--- config.mk ---
export PLATFORM = sky130hd
export DESIGN_NAME = fetch_ctrl
export DESIGN_NICKNAME = d
export VERILOG_FILES = /design/src/rtl/fetch_ctrl_pkg.sv /design/src/rtl/fetch_out_buf.sv /design/src/rtl/fetch_ctrl.sv
export SDC_FILE = /design/constraint.sdc
export NUM_CORES = 1
export LEC_CHECK = 0
export ABC_CLOCK_PERIOD_IN_PS = 6700
export CAP_MARGIN = 5
export CORE_MARGIN = 2
export CORE_UTILIZATION = 52
export DETAILED_ROUTE_END_ITERATION = 16
export PLACE_DENSITY = 0.87
export SLEW_MARGIN = 40
export SYNTH_ARGS = -nofsm -noshare
export SYNTH_HDL_FRONTEND = slang
export SYNTH_HIERARCHICAL = 1
export SYNTH_SLANG_ARGS = --single-unit
--- constraint.sdc ---
create_clock -name Clk -period 6.7 [get_ports Clk]
set_clock_uncertainty 0.05 [all_clocks]
set_input_delay 2.01 -clock Clk [delete_from_list [all_inputs] [get_ports Clk]]
set_output_delay 2.01 -clock Clk [all_outputs]
set_load 0.005 [all_outputs]
--- src/rtl/fetch_ctrl_pkg.sv ---
// Shared definitions for the fetch-stage controller: address/data widths,
// reset PC, fetch stride and FSM state encodings.
`ifndef FETCH_DATA_W
`define FETCH_DATA_W 64
`endif

package fetch_ctrl_pkg;

    localparam int          ADDR_W      = 32;
    localparam int          DATA_W      = `FETCH_DATA_W;
    localparam logic [31:0] START_ADDR  = 32'h1C00_0000;
    localparam int          FETCH_BYTES = 8;

    typedef enum logic [1:0] {
        IDLE    = 2'd0,
        REQ     = 2'd1,
        DISCARD = 2'd2
    } fetch_state_t;

endpackage

--- src/rtl/fetch_out_buf.sv ---
// Single-entry output register between fetch and decode. A flush empties it,
// a load fills it, and decode drains it by raising ready while it is valid.
module fetch_out_buf #(
    parameter int AW = 32,
    parameter int DW = 64
) (
    input  logic          clk,
    input  logic          rst_n,
    input  logic          flush,
    input  logic          load,
    input  logic [AW-1:0] load_pc,
    input  logic [DW-1:0] load_inst,
    input  logic          load_adef,
    input  logic          ready,
    output logic          valid,
    output logic [AW-1:0] pc,
    output logic [DW-1:0] inst,
    output logic          adef
);

    // Flush beats a same-cycle load; a load beats a same-cycle drain.
    always_ff @(posedge clk or negedge rst_n) begin
        if (!rst_n) begin
            valid <= 1'b0;
            pc    <= '0;
            inst  <= '0;
            adef  <= 1'b0;
        end else if (flush) begin
            valid <= 1'b0;
        end else if (load) begin
            valid <= 1'b1;
            pc    <= load_pc;
            inst  <= load_inst;
            adef  <= load_adef;
        end else if (ready && valid) begin
            valid <= 1'b0;
        end
    end

endmodule

--- src/rtl/fetch_ctrl.sv ---
// Fetch-stage PC sequencer and single-outstanding imem request controller.
// Optional feature macro: FETCH_ALIGN_CHK_EN (misaligned redirect targets
// produce an address-fault entry instead of a fetch).
module fetch_ctrl #(
    parameter int                ADDR_W      = fetch_ctrl_pkg::ADDR_W,
    parameter logic [ADDR_W-1:0] START_ADDR  = fetch_ctrl_pkg::START_ADDR,
    parameter int                FETCH_BYTES = fetch_ctrl_pkg::FETCH_BYTES
) (
    input  logic                     Clk,
    input  logic                     Rest,
    input  logic                     ctrl_stall,
    input  logic                     ex_redirect,
    input  logic [ADDR_W-1:0]        ex_target,
    input  logic                     br_redirect,
    input  logic [ADDR_W-1:0]        br_target,
    output logic                     imem_req,
    output logic [ADDR_W-1:0]        imem_addr,
    input  logic                     imem_ack,
    input  logic [`FETCH_DATA_W-1:0] imem_rdata,
    output logic                     if_valid,
    output logic [ADDR_W-1:0]        if_pc,
    output logic [`FETCH_DATA_W-1:0] if_inst,
    output logic                     if_adef,
    input  logic                     if_ready
);

    import fetch_ctrl_pkg::*;

    localparam logic [ADDR_W-1:0] STEP = ADDR_W'(FETCH_BYTES);

    fetch_state_t       state;
    logic [ADDR_W-1:0]  pc;
    logic [ADDR_W-1:0]  req_addr;
    logic               redirect;
    logic [ADDR_W-1:0]  raw_target;
    logic [ADDR_W-1:0]  target;
    logic               slot_free;
    logic               issue;
    logic               halt;
    logic               cap_fetch;
    logic               fault_load;
    logic               buf_load;
    logic               buf_adef;
    logic [ADDR_W-1:0]  buf_pc;
    logic [`FETCH_DATA_W-1:0] buf_inst;

    assign redirect   = ex_redirect || br_redirect;
    assign raw_target = ex_redirect ? ex_target : br_target;
    assign slot_free  = !if_valid || if_ready;
    assign issue      = !ctrl_stall && slot_free && !redirect;
    assign imem_addr  = req_addr;
    assign cap_fetch  = (state == REQ) && imem_ack && !redirect;

`ifdef FETCH_ALIGN_CHK_EN
    logic target_bad;
    logic fault_pend;
    logic fault_halt;

    assign target     = raw_target;
    assign target_bad = redirect && (raw_target[1:0] != 2'b00);
    assign halt       = fault_halt;
    assign fault_load = (state == IDLE) && fault_pend && slot_free && !redirect;
    assign buf_adef   = fault_load;

    // A misaligned target arms a one-shot fault entry and parks the fetcher until the next redirect.
    always_ff @(posedge Clk or negedge Rest) begin
        if (!Rest) begin
            fault_pend <= 1'b0;
            fault_halt <= 1'b0;
        end else if (redirect) begin
            fault_pend <= target_bad;
            fault_halt <= target_bad;
        end else if (fault_load) begin
            fault_pend <= 1'b0;
        end
    end
`else
    logic unused_target_lsbs;

    assign unused_target_lsbs = ^raw_target[1:0];
    assign target     = {raw_target[ADDR_W-1:2], 2'b00};
    assign halt       = 1'b0;
    assign fault_load = 1'b0;
    assign buf_adef   = 1'b0;
`endif

    assign buf_load = cap_fetch || fault_load;
    assign buf_pc   = cap_fetch ? req_addr : pc;
    assign buf_inst = cap_fetch ? imem_rdata : '0;

    // Fetch FSM: issues requests, keeps the handshake up through redirects, and steers the PC.
    always_ff @(posedge Clk or negedge Rest) begin
        if (!Rest) begin
            state    <= IDLE;
            pc       <= START_ADDR;
            req_addr <= START_ADDR;
            imem_req <= 1'b0;
        end else begin
            case (state)
                IDLE: begin
                    if (redirect) begin
                        pc <= target;
                    end else if (issue && !halt) begin
                        req_addr <= pc;
                        state    <= REQ;
                        imem_req <= 1'b1;
                    end
                end
                REQ: begin
                    if (redirect) begin
                        pc <= target;
                        if (imem_ack) begin
                            state    <= IDLE;
                            imem_req <= 1'b0;
                        end else begin
                            state <= DISCARD;
                        end
                    end else if (imem_ack) begin
                        pc <= req_addr + STEP;
                        if (issue) begin
                            req_addr <= pc + STEP;
                        end else begin
                            state    <= IDLE;
                            imem_req <= 1'b0;
                        end
                    end
                end
                DISCARD: begin
                    if (redirect) begin
                        pc <= target;
                    end
                    if (imem_ack) begin
                        state    <= IDLE;
                        imem_req <= 1'b0;
                    end
                end
                default: begin
                    state    <= IDLE;
                    imem_req <= 1'b0;
                end
            endcase
        end
    end

    fetch_out_buf #(
        .AW (ADDR_W),
        .DW (`FETCH_DATA_W)
    ) u_out_buf (
        .clk       (Clk),
        .rst_n     (Rest),
        .flush     (redirect),
        .load      (buf_load),
        .load_pc   (buf_pc),
        .load_inst (buf_inst),
        .load_adef (buf_adef),
        .ready     (if_ready),
        .valid     (if_valid),
        .pc        (if_pc),
        .inst      (if_inst),
        .adef      (if_adef)
    );

endmodule

==> results_dict.tcl, run 1 <==
set metrics [dict create \
    leakage_nw 5.304 \
    area_growth_pct 36.54 \
    htreeDepth 4 \
    tightest_slew_ps 828.0 \
    synth_compound_area_share_pct 6.106 \
    outcome "finished, final reports clean" \
    insertedDiodeCount 0 \
    p_seq_share_pct 45.7 \
    end_kind "flip-flop" \
    gr-total-overflow 0 \
    ioPinCount 266 \
    powerDensity_nw_per_um2 221.3 \
    grt_pass1_vias 7476 \
    cts_tree "built" \
    startpoint "br_redirect" \
    p_sw_share_pct 27.83 \
    vias 7326 \
    synth_edf_count 0 \
    yosysWarnings 6 \
    clk_pin_slew_worst_paths_ps 60 \
    synthAdderAreaFrac_pct 0.2840 \
    start_util_pct 53.13 \
    cp-start-kind "primary input" \
    min_period_over_period_pct 65.05 \
    fmax_mhz 229.4 \
    synth_top_family_by_area "simple AND/OR/NAND/NOR gates" \
    finalMaxSlewViolations 0 \
    finalHoldViolCount 0 \
    worstPathRequired_ps 6960 \
    cts_buffers 17 \
    synth.distinct_cells 47 \
    hpwlAfterDp_um 16420 \
    place_inst 1292 \
    drt-wirelength-per-cell_um 18.05 \
    critical_path_arrival_ps 4620 \
    row_count 47 \
    yosys.area.top_type "dfrtp_1" \
    drive_gt1_share_pct 14.67 \
    r2r_slack_ps 4140 \
    holdCritStartpoint "u_out_buf/inst[20]" \
    antenna_found_initial 0 \
    grt_max_degree 103 \
    via_per_inst 5.533 \
    clockBufferDepth 2 \
    comb_power_share_pct 18.6 \
    holdBufCountCts 0 \
    async_flop_share_pct 100.0 \
    synth_area_per_cell_um2 10.21 \
    grt_usage_pct 27.13 \
    layout.nets 1228 \
    coreArea_um2 16580 \
    synthXorXnorAreaFrac_pct 5.070 \
    syn_area_um2 8811 \
    gp_congestion 0.8420 \
    synthMuxAreaShare_pct 17.72 \
    min_period_ps 4358 \
    clkPwrFrac_pct 35.7 \
    grt_pass1_wl_um 38560 \
    yosys.area_share.simple_pct 19.87 \
    wl_um 23900 \
    yosysTopAreaCellShare_pct 45.16 \
    worstHoldPathType "flip-flop to flip-flop" \
    die_h_um 134.2 \
    final-setup-viol-count 0 \
    yosysMostFrequentCell "dfrtp_1" \
    post-cts-setup-buffer-count 0 \
    die_area_um2 18000 \
    synthTopCellsByArea "dfrtp_1 (45%), mux2_2 (9.2%), nand2_1 (5.5%)" \
    clock-sinks 165 \
    port_buffers 261 \
    maxSlewHeadroom_pct 44.80 \
    die-width_um 134.2 \
    post_cts_resize_count 0 \
    synth.cells.most_frequent "dfrtp_1 (159), nand2_1 (128), mux2_2 (72), and2_1 (68), a21oi_1 (51)" \
    tns_ps 0 \
    synth_ff_type "dfrtp_1" \
    synth_seq_cells 165 \
    rsz0062_at_grt "no" \
    reg2reg_from "state[0]" \
    clock_latency_ps 420 \
    cts-root-buf "clkbuf_16" \
    crit_fanout 60 \
    first_iter_violations 583 \
    p_int_w 0.001921 \
    dr.pass1.iters 5 \
    syn-num-nets 1000 \
    path_class "primary input to flip-flop" \
    fin_cells 1324 \
    cap_viol_max_count 0 \
    final_antenna_net_count 0 \
    ir_drop_uv 188.5 \
    route.detailed.drc 0 \
    syn_inst 863 \
    switchingPower_w 0.0007410 \
    yosysSeqAreaShare_pct 46.95 \
]
[critical path: stages]
cell	delay, ps
clkdlybuf4s50_1	420
nor2_2	100
buf_4	280
inv_2	130
nor2_1	210
nand3_2	110
inv_2	80
nor2b_4	140
buf_4	630
mux2_2	420
[area by class of cell]
type | count | area (um^2)
Clock buffer | 19 | 432.9
Clock inverter | 13 | 135.1
Fill cell | 1189 | 4553
Inverter | 8 | 30.03
Multi-Input combinational cell | 629 | 4338
Sequential cell | 165 | 4136
Tap cell | 220 | 275.3
Timing Repair Buffer | 270 | 2683
[layer usage]
| metal | wire, um | GRT usage, % | share of wire, % |
|---|---|---|---|
| met1 | 9685 | 33.79 | 41 |
| met2 | 12070 | 45.35 | 51 |
| met3 | 1390 | 6.349 | 5.8 |
| met4 | 753 | 11.75 | 3.2 |
| met5 | 0 | 0 | 0 |
[sequential cells by signal, summed over array words and instances, names as in the netlist]
register,flops
u_out_buf/adef,1
imem_addr,32
u_out_buf/inst,64
imem_req,1
state,2
u_out_buf/valid,1
u_out_buf/pc,32
pc,32
[kinds of logic (layout without fill, tap and decap cells)]
kind of cell,count (synthesis),in the layout
multiplexers,132,132
flip-flops,165,165
other,1,1
buffers and inverters,69,310
AO/OA/AOI/OAI,101,101
adder cells (fa/ha/maj),2,2
XOR/XNOR,51,51
AND/OR/NAND/NOR,342,342
[path summary, 6_finish.rpt]
check,to,depth (start not counted)
max,u_out_buf/inst[19],10
min,u_out_buf/inst[20],1
max reg2reg,pc[8],4
min reg2reg,u_out_buf/inst[20],1
max in group asynchronous,u_out_buf/inst[38],2
min in group asynchronous,u_out_buf/pc[6],1
[per-stage QoR]
step           total power, W  area [um^2]  hold slack [ps]  worst slack (ps)  utilization [%]
2_1_floorplan        0.001426         8811            415.7              2524                -
3_3_place_gp         0.001708        11460            427.1              1912            69.08
3_5_place_dp         0.001723        11460            444.8              1931            69.12
4_1_cts              0.002679        12030            458.6              2373            72.54
5_1_grt              0.002784        12030            471.4              2193            72.54
6_report             0.002662        12030            456.6              2342            72.54
[placed cells by master, fill, tap and decap left out, drive strengths merged, types with 2 or more instances in the layout]
cell           count
a21oi             52
a22o               2
a31oi              2
and2              68
and3              14
and4               5
buf               11
bufinv             2
clkbuf            19
clkdlybuf4s50    259
clkinv             6
clkinvlp           5
dfrtp            159
dfstp              6
ha                 2
inv                8
mux2             102
mux2i             30
nand2            129
nand3             26
nand4             23
nor2              37
nor2b              4
nor3              24
nor4               5
o21ai             40
or3                2
or4                3
xnor2             13
xor2              38
[power groups by stage]
stage                     Sequential, W  Clock [W]  Combinational, W
after detailed placement        0.00123          0          0.000493
after global placement          0.00123          0          0.000482
after CTS                       0.00121   0.000967          0.000498
after floorplan                 0.00120          0          0.000231
final                           0.00122   0.000951          0.000494
after global routing            0.00123    0.00101          0.000540
No activity file was read; power rests on OpenSTA's default activity.
==> run 2, diff against run 1 <==
--- a/config.mk
+++ b/config.mk
@@ -5,12 +5,12 @@
 export SDC_FILE = /design/constraint.sdc
 export NUM_CORES = 1
 export LEC_CHECK = 0
-export ABC_CLOCK_PERIOD_IN_PS = 6700
+export ABC_CLOCK_PERIOD_IN_PS = 4500
 export CAP_MARGIN = 5
 export CORE_MARGIN = 2
-export CORE_UTILIZATION = 52
+export CORE_UTILIZATION = 48
 export DETAILED_ROUTE_END_ITERATION = 16
-export PLACE_DENSITY = 0.87
+export PLACE_DENSITY = 0.81
 export SLEW_MARGIN = 40
 export SYNTH_ARGS = -nofsm -noshare
 export SYNTH_HDL_FRONTEND = slang
==> constraint.sdc (replaced) <==
create_clock -name Clk -period 4.5 [get_ports Clk]
set_clock_uncertainty 0.05 [all_clocks]
set_input_delay 1.35 -clock Clk [delete_from_list [all_inputs] [get_ports Clk]]
set_output_delay 1.35 -clock Clk [all_outputs]
set_load 0.005 [all_outputs]
==> results_dict.tcl, run 2 (same netlist as run 1, synthesis figures left out) <==
set metrics [dict create \
    reg2reg_depth 5 \
    holdBufCountCts 0 \
    leakage_nw 5.334 \
    start_util_pct 49.05 \
    htreeDepth 4 \
    min_period_over_period_pct 74.62 \
    path_class "primary input to flip-flop" \
    cts_tree "built" \
    port_buffers 261 \
    clockBufferDepth 2 \
    final_common_cell "clkdlybuf4s50_1" \
    final-setup-viol-count 0 \
    gr-total-overflow 0 \
    grt_pass1_wl_um 39240 \
    final_antenna_net_count 0 \
    reg2reg_to "imem_addr[30]" \
    rsz0062_at_grt "no" \
    ir_drop_uv 277.8 \
    clock_latency_ps 430 \
    clkPwrFrac_pct 35.9 \
    first_iter_violations 647 \
    finalHoldViolCount 0 \
    cp-start-kind "primary input" \
    insertedDiodeCount 0 \
    route.detailed.drc 0 \
    die_area_um2 19460 \
    fin_cells 1335 \
    worstHoldPathType "flip-flop to flip-flop" \
    cts_buffers 17 \
    wl_um 24390 \
    gp_congestion 0.8528 \
    p_sw_share_pct 27.49 \
    critical_path_arrival_ps 3620 \
    clk_pin_slew_worst_paths_ps 60 \
    powerDensity_nw_per_um2 329.5 \
    finalMaxSlewViolations 0 \
    hpwlAfterDp_um 16670 \
    fmax_mhz 297.8 \
    r2r_slack_ps 2070 \
    cap_viol_max_count 0 \
    final_core_util_pct 67.41 \
    dr.pass1.iters 7 \
    post_cts_resize_count 0 \
    maxSlewHeadroom_pct 44.08 \
    vias 7293 \
    cts-root-buf "clkbuf_16" \
    fill_cells 1376 \
    tightest_slew_ps 838.9 \
    antenna_found_initial 0 \
    final_cell_mix "clkdlybuf4s50_1 (259), dfrtp_1 (159), nand2_1 (128), mux2_2 (72), and2_1 (68)" \
    grt_pass1_vias 7374 \
    switchingPower_w 0.001097 \
    die-width_um 139.5 \
    worstPathRequired_ps 4760 \
    largest_reg_flops 64 \
    ioPinCount 266 \
    drt-wirelength-per-cell_um 18.27 \
    hold_path_end "u_out_buf/inst[15]" \
    coreArea_um2 17960 \
    row_count 49 \
    layout.nets 1231 \
    grt_max_degree 103 \
    end_kind "flip-flop" \
    outcome "finished, final reports clean" \
    tns_ps 0 \
    top_register "u_out_buf/inst" \
    die_h_um 139.5 \
    p_seq_share_pct 45.4 \
    min_period_ps 3358 \
    drive_gt1_share_pct 14.65 \
    grt_usage_pct 25.43 \
    place_inst 1304 \
    hold_ws_ps 456.5 \
    clock-sinks 165 \
    holdCritStartpoint "u_out_buf/inst[15]" \
    comb_power_share_pct 18.7 \
    reg2reg_from "state[0]" \
    area_growth_pct 37.43 \
    worstHoldPathCells 1 \
    post-cts-setup-buffer-count 0 \
    p_int_w 0.002893 \
    via_per_inst 5.463 \
    crit_fanout 87 \
]
## run 2: cell type report
| cell class | instances | area [um^2] | area share [%] |
|---|---|---|---|
| multi-input cells | 629 | 4338 | 35.82 |
| flip-flops and latches | 165 | 4136 | 34.16 |
| repair buffers | 273 | 2749 | 22.70 |
| clock buffers | 23 | 467.9 | 3.864 |
| well taps | 229 | 286.5 | 2.366 |
| clock inverters | 8 | 101.3 | 0.8369 |
| inverters | 8 | 30.03 | 0.2480 |
## run 2: stage by stage
step | worst slack (ps) | area [um^2] | power, W
2_1_floorplan | 984.1 | 8811 | 0.002124
3_3_place_gp | 818.3 | 11540 | 0.002553
3_5_place_dp | 766.1 | 11540 | 0.002577
4_1_cts | 1209 | 12110 | 0.004015
5_1_grt | 1088 | 12110 | 0.004167
6_report | 1142 | 12110 | 0.003990
## run 2: power groups by stage
stage / combinational, W / clock [W] / sequential [W]
2_1_floorplan: 0.000344 / 0 / 0.00178
3_3_place_gp: 0.000727 / 0 / 0.00183
3_5_place_dp: 0.000744 / 0 / 0.00183
4_1_cts: 0.000752 / 0.00146 / 0.00181
5_1_grt: 0.000814 / 0.00152 / 0.00184
6_report: 0.000745 / 0.00143 / 0.00181
## run 2: metal layers
| metal | vias to the layer above | wire length [um] | share of wire (%) | GRT usage, % |
|---|---|---|---|---|
| li1 | 3418 | - | - | - |
| met1 | 3546 | 9884 | 41 | 31.82 |
| met2 | 277 | 12200 | 50 | 42.85 |
| met3 | 52 | 1527 | 6.3 | 5.540 |
| met4 | 0 | 778 | 3.2 | 10.58 |
| met5 | - | 0 | 0 | 0 |
## run 2: worst max-delay path: stages
cell	delay, ps
clkdlybuf4s50_1	430
nor2_2	180
inv_2	110
nor2_1	220
nand3_2	130
inv_2	100
nor2b_4	170
buf_12	340
mux2_2	420
## run 2: how the worst max path moves through the flow
stage | start | end | slack [ps] | cells after the start
5_1_grt | br_redirect | u_out_buf/inst[46] | 1090 | 9
6_report | br_redirect | u_out_buf/inst[46] | 1140 | 9
2_1_floorplan | ex_redirect | u_out_buf/inst[59] | 980 | 13
3_3_place_gp | br_redirect | u_out_buf/inst[43] | 820 | 9
4_1_cts | br_redirect | u_out_buf/inst[46] | 1210 | 9
3_5_place_dp | br_redirect | u_out_buf/inst[44] | 770 | 9
==> run 3, diff against run 2 <==
--- a/config.mk
+++ b/config.mk
@@ -5,12 +5,12 @@
 export SDC_FILE = /design/constraint.sdc
 export NUM_CORES = 1
 export LEC_CHECK = 0
-export ABC_CLOCK_PERIOD_IN_PS = 4500
+export ABC_CLOCK_PERIOD_IN_PS = 2950
 export CAP_MARGIN = 5
 export CORE_MARGIN = 2
-export CORE_UTILIZATION = 48
+export CORE_UTILIZATION = 43
 export DETAILED_ROUTE_END_ITERATION = 16
-export PLACE_DENSITY = 0.81
+export PLACE_DENSITY = 0.77
 export SLEW_MARGIN = 40
 export SYNTH_ARGS = -nofsm -noshare
 export SYNTH_HDL_FRONTEND = slang
==> constraint.sdc (replaced) <==
create_clock -name Clk -period 2.95 [get_ports Clk]
set_clock_uncertainty 0.05 [all_clocks]
set_input_delay 0.885 -clock Clk [delete_from_list [all_inputs] [get_ports Clk]]
set_output_delay 0.885 -clock Clk [all_outputs]
set_load 0.005 [all_outputs]
==> results_dict.tcl, run 3 (same netlist as run 1, synthesis figures left out) <==
set metrics [dict create \
    gr-total-overflow 0 \
    worstHoldPathType "primary input to async pin" \
    htreeDepth 4 \
    grt.met1_usage_pct 28.26 \
    post_cts_resize_count 0 \
    fin_ws_ps 434.2 \
    finalHoldViolCount 0 \
    final_common_cell "clkdlybuf4s50_1" \
    vias 7248 \
    area_growth_pct 41.28 \
    gp_congestion 0.8950 \
    critPathMaxStageDelay_ps 600 \
    grtUsageMet3_pct 4.938 \
    cts-root-buf "clkbuf_16" \
    hpwlAfterDp_um 17530 \
    cp-start-kind "flip-flop" \
    dr.pass1.iters 5 \
    drt-wirelength-per-cell_um 17.28 \
    clock_latency_ps 420 \
    top_register "u_out_buf/inst" \
    busiest_layer "met2" \
    outcome "finished, final reports clean" \
    critical_path_arrival_ps 1580 \
    place_ws_ps 67.72 \
    finalMaxSlewViolations 0 \
    antenna_found_initial 0 \
    gr-usage-met2_pct 38.55 \
    largest_reg_flops 64 \
    powerDensity_nw_per_um2 500.0 \
    holdBufCountCts 0 \
    final_cell_mix "clkdlybuf4s50_1 (259), dfrtp_1 (159), nand2_1 (128), mux2_2 (72), and2_1 (68)" \
    clk_pin_slew_worst_paths_ps 60 \
    grt_max_degree 62 \
    min_period_over_period_pct 85.28 \
    clockBufferDepth 2 \
    layout.nets 1254 \
    p_int_w 0.004540 \
    comb_power_share_pct 18.4 \
    post-cts-setup-buffer-count 0 \
    die-width_um 147.1 \
    grt_pass1_wl_um 38800 \
    clkPwrFrac_pct 37.3 \
    ir_drop_uv 433.5 \
    critPathTopFamily "flip-flops" \
    start_util_pct 43.68 \
    crit_fanout 5 \
    coreArea_um2 20170 \
    first_iter_violations 414 \
    leakage_nw 5.501 \
    ioPinCount 266 \
    reg2reg_depth 5 \
    crit_path_cell_trace "clkdlybuf4s50_1" \
    p_seq_share_pct 44.4 \
    row_count 52 \
    insertedDiodeCount 0 \
    cp.buffers_inverters 1 \
    drive_gt1_share_pct 16.90 \
    die_area_um2 21650 \
    cap_viol_max_count 0 \
    p_sw_share_pct 27.07 \
    die_h_um 147.1 \
    end_kind "primary output" \
    cts_tree "built" \
    worstPathRequired_ps 2020 \
    cts_buffers 17 \
    tightest_slew_ps 632.3 \
    port_buffers 261 \
    path_class "flip-flop to primary output" \
    final_antenna_net_count 0 \
    grt_usage_pct 22.49 \
    grt_pass1_vias 7254 \
    min_period_ps 2516 \
    maxSlewHeadroom_pct 57.85 \
    switchingPower_w 0.001685 \
    tns_ps 0 \
    clock-sinks 165 \
    rsz0062_at_grt "no" \
    critPathSlowestCell "dfstp_2" \
    fmax_mhz 397.5 \
    final-setup-viol-count 0 \
    via_per_inst 5.177 \
    cp.depth 1 \
    route.detailed.drc 0 \
    wl_um 24190 \
]
==> run 3: cell types whose count changed in the layout (fill, tap and decap cells not counted) <==
cell,change
buf_4,+18
nor2_1,-1
clkinv_2,+2
buf_12,+5
clkinv_4,+3
clkbuf_1,-4
bufinv_16,+1
clkinvlp_4,-2
nor2_2,+1
clkbuf_8,+1
==> run 3: worst paths after layout <==
path	start	endpoint	slack [ps]
worst min-delay path	Rest	u_out_buf/inst[50]	400
max in group asynchronous	Rest	imem_addr[11]	1690
worst max register to register	state[0]	imem_addr[30]	620
worst min register to register	u_out_buf/inst[13]	u_out_buf/inst[13]	460
min in group Clk	u_out_buf/inst[13]	u_out_buf/inst[13]	460
worst max-delay path	imem_addr[28]	imem_addr[28]	430
==> run 3: power groups by stage <==
stage | sequential, W | clock, W | combinational (W)
after floorplan | 0.00271 | 0 | 0.000526
after global placement | 0.00279 | 0 | 0.00113
after detailed placement | 0.00280 | 0 | 0.00115
after CTS | 0.00276 | 0.00236 | 0.00116
after global routing | 0.00280 | 0.00244 | 0.00126
final | 0.00276 | 0.00232 | 0.00114
==> run 3: layer usage <==
layer	up-vias	wire length, um
li1	3458	-
met1	3540	10120
met2	212	12150
met3	38	1426
met4	0	501
met5	-	0
==> run 3: through the flow <==
step	util (%)	cells	hold slack (ps)	total power (W)	cell area, um^2
2_1_floorplan	-	863	415.7	0.003240	8823
3_3_place_gp	58.65	1368	437.4	0.003919	11830
3_5_place_dp	58.65	1368	441.2	0.003944	11830
4_1_cts	61.72	1400	425.5	0.006277	12450
5_1_grt	61.72	1400	436.1	0.006501	12450
6_report	61.72	1400	399.9	0.006225	12450
==> run 3: final cells by class <==
cell class,instances,area (um^2)
fillers,1697,7721
multi-input cells,629,4340
flip-flops and latches,165,4136
repair buffers,296,2984
clock buffers,20,466.7
well taps,270,337.8
clock inverters,12,152.6
inverters,8,30.03
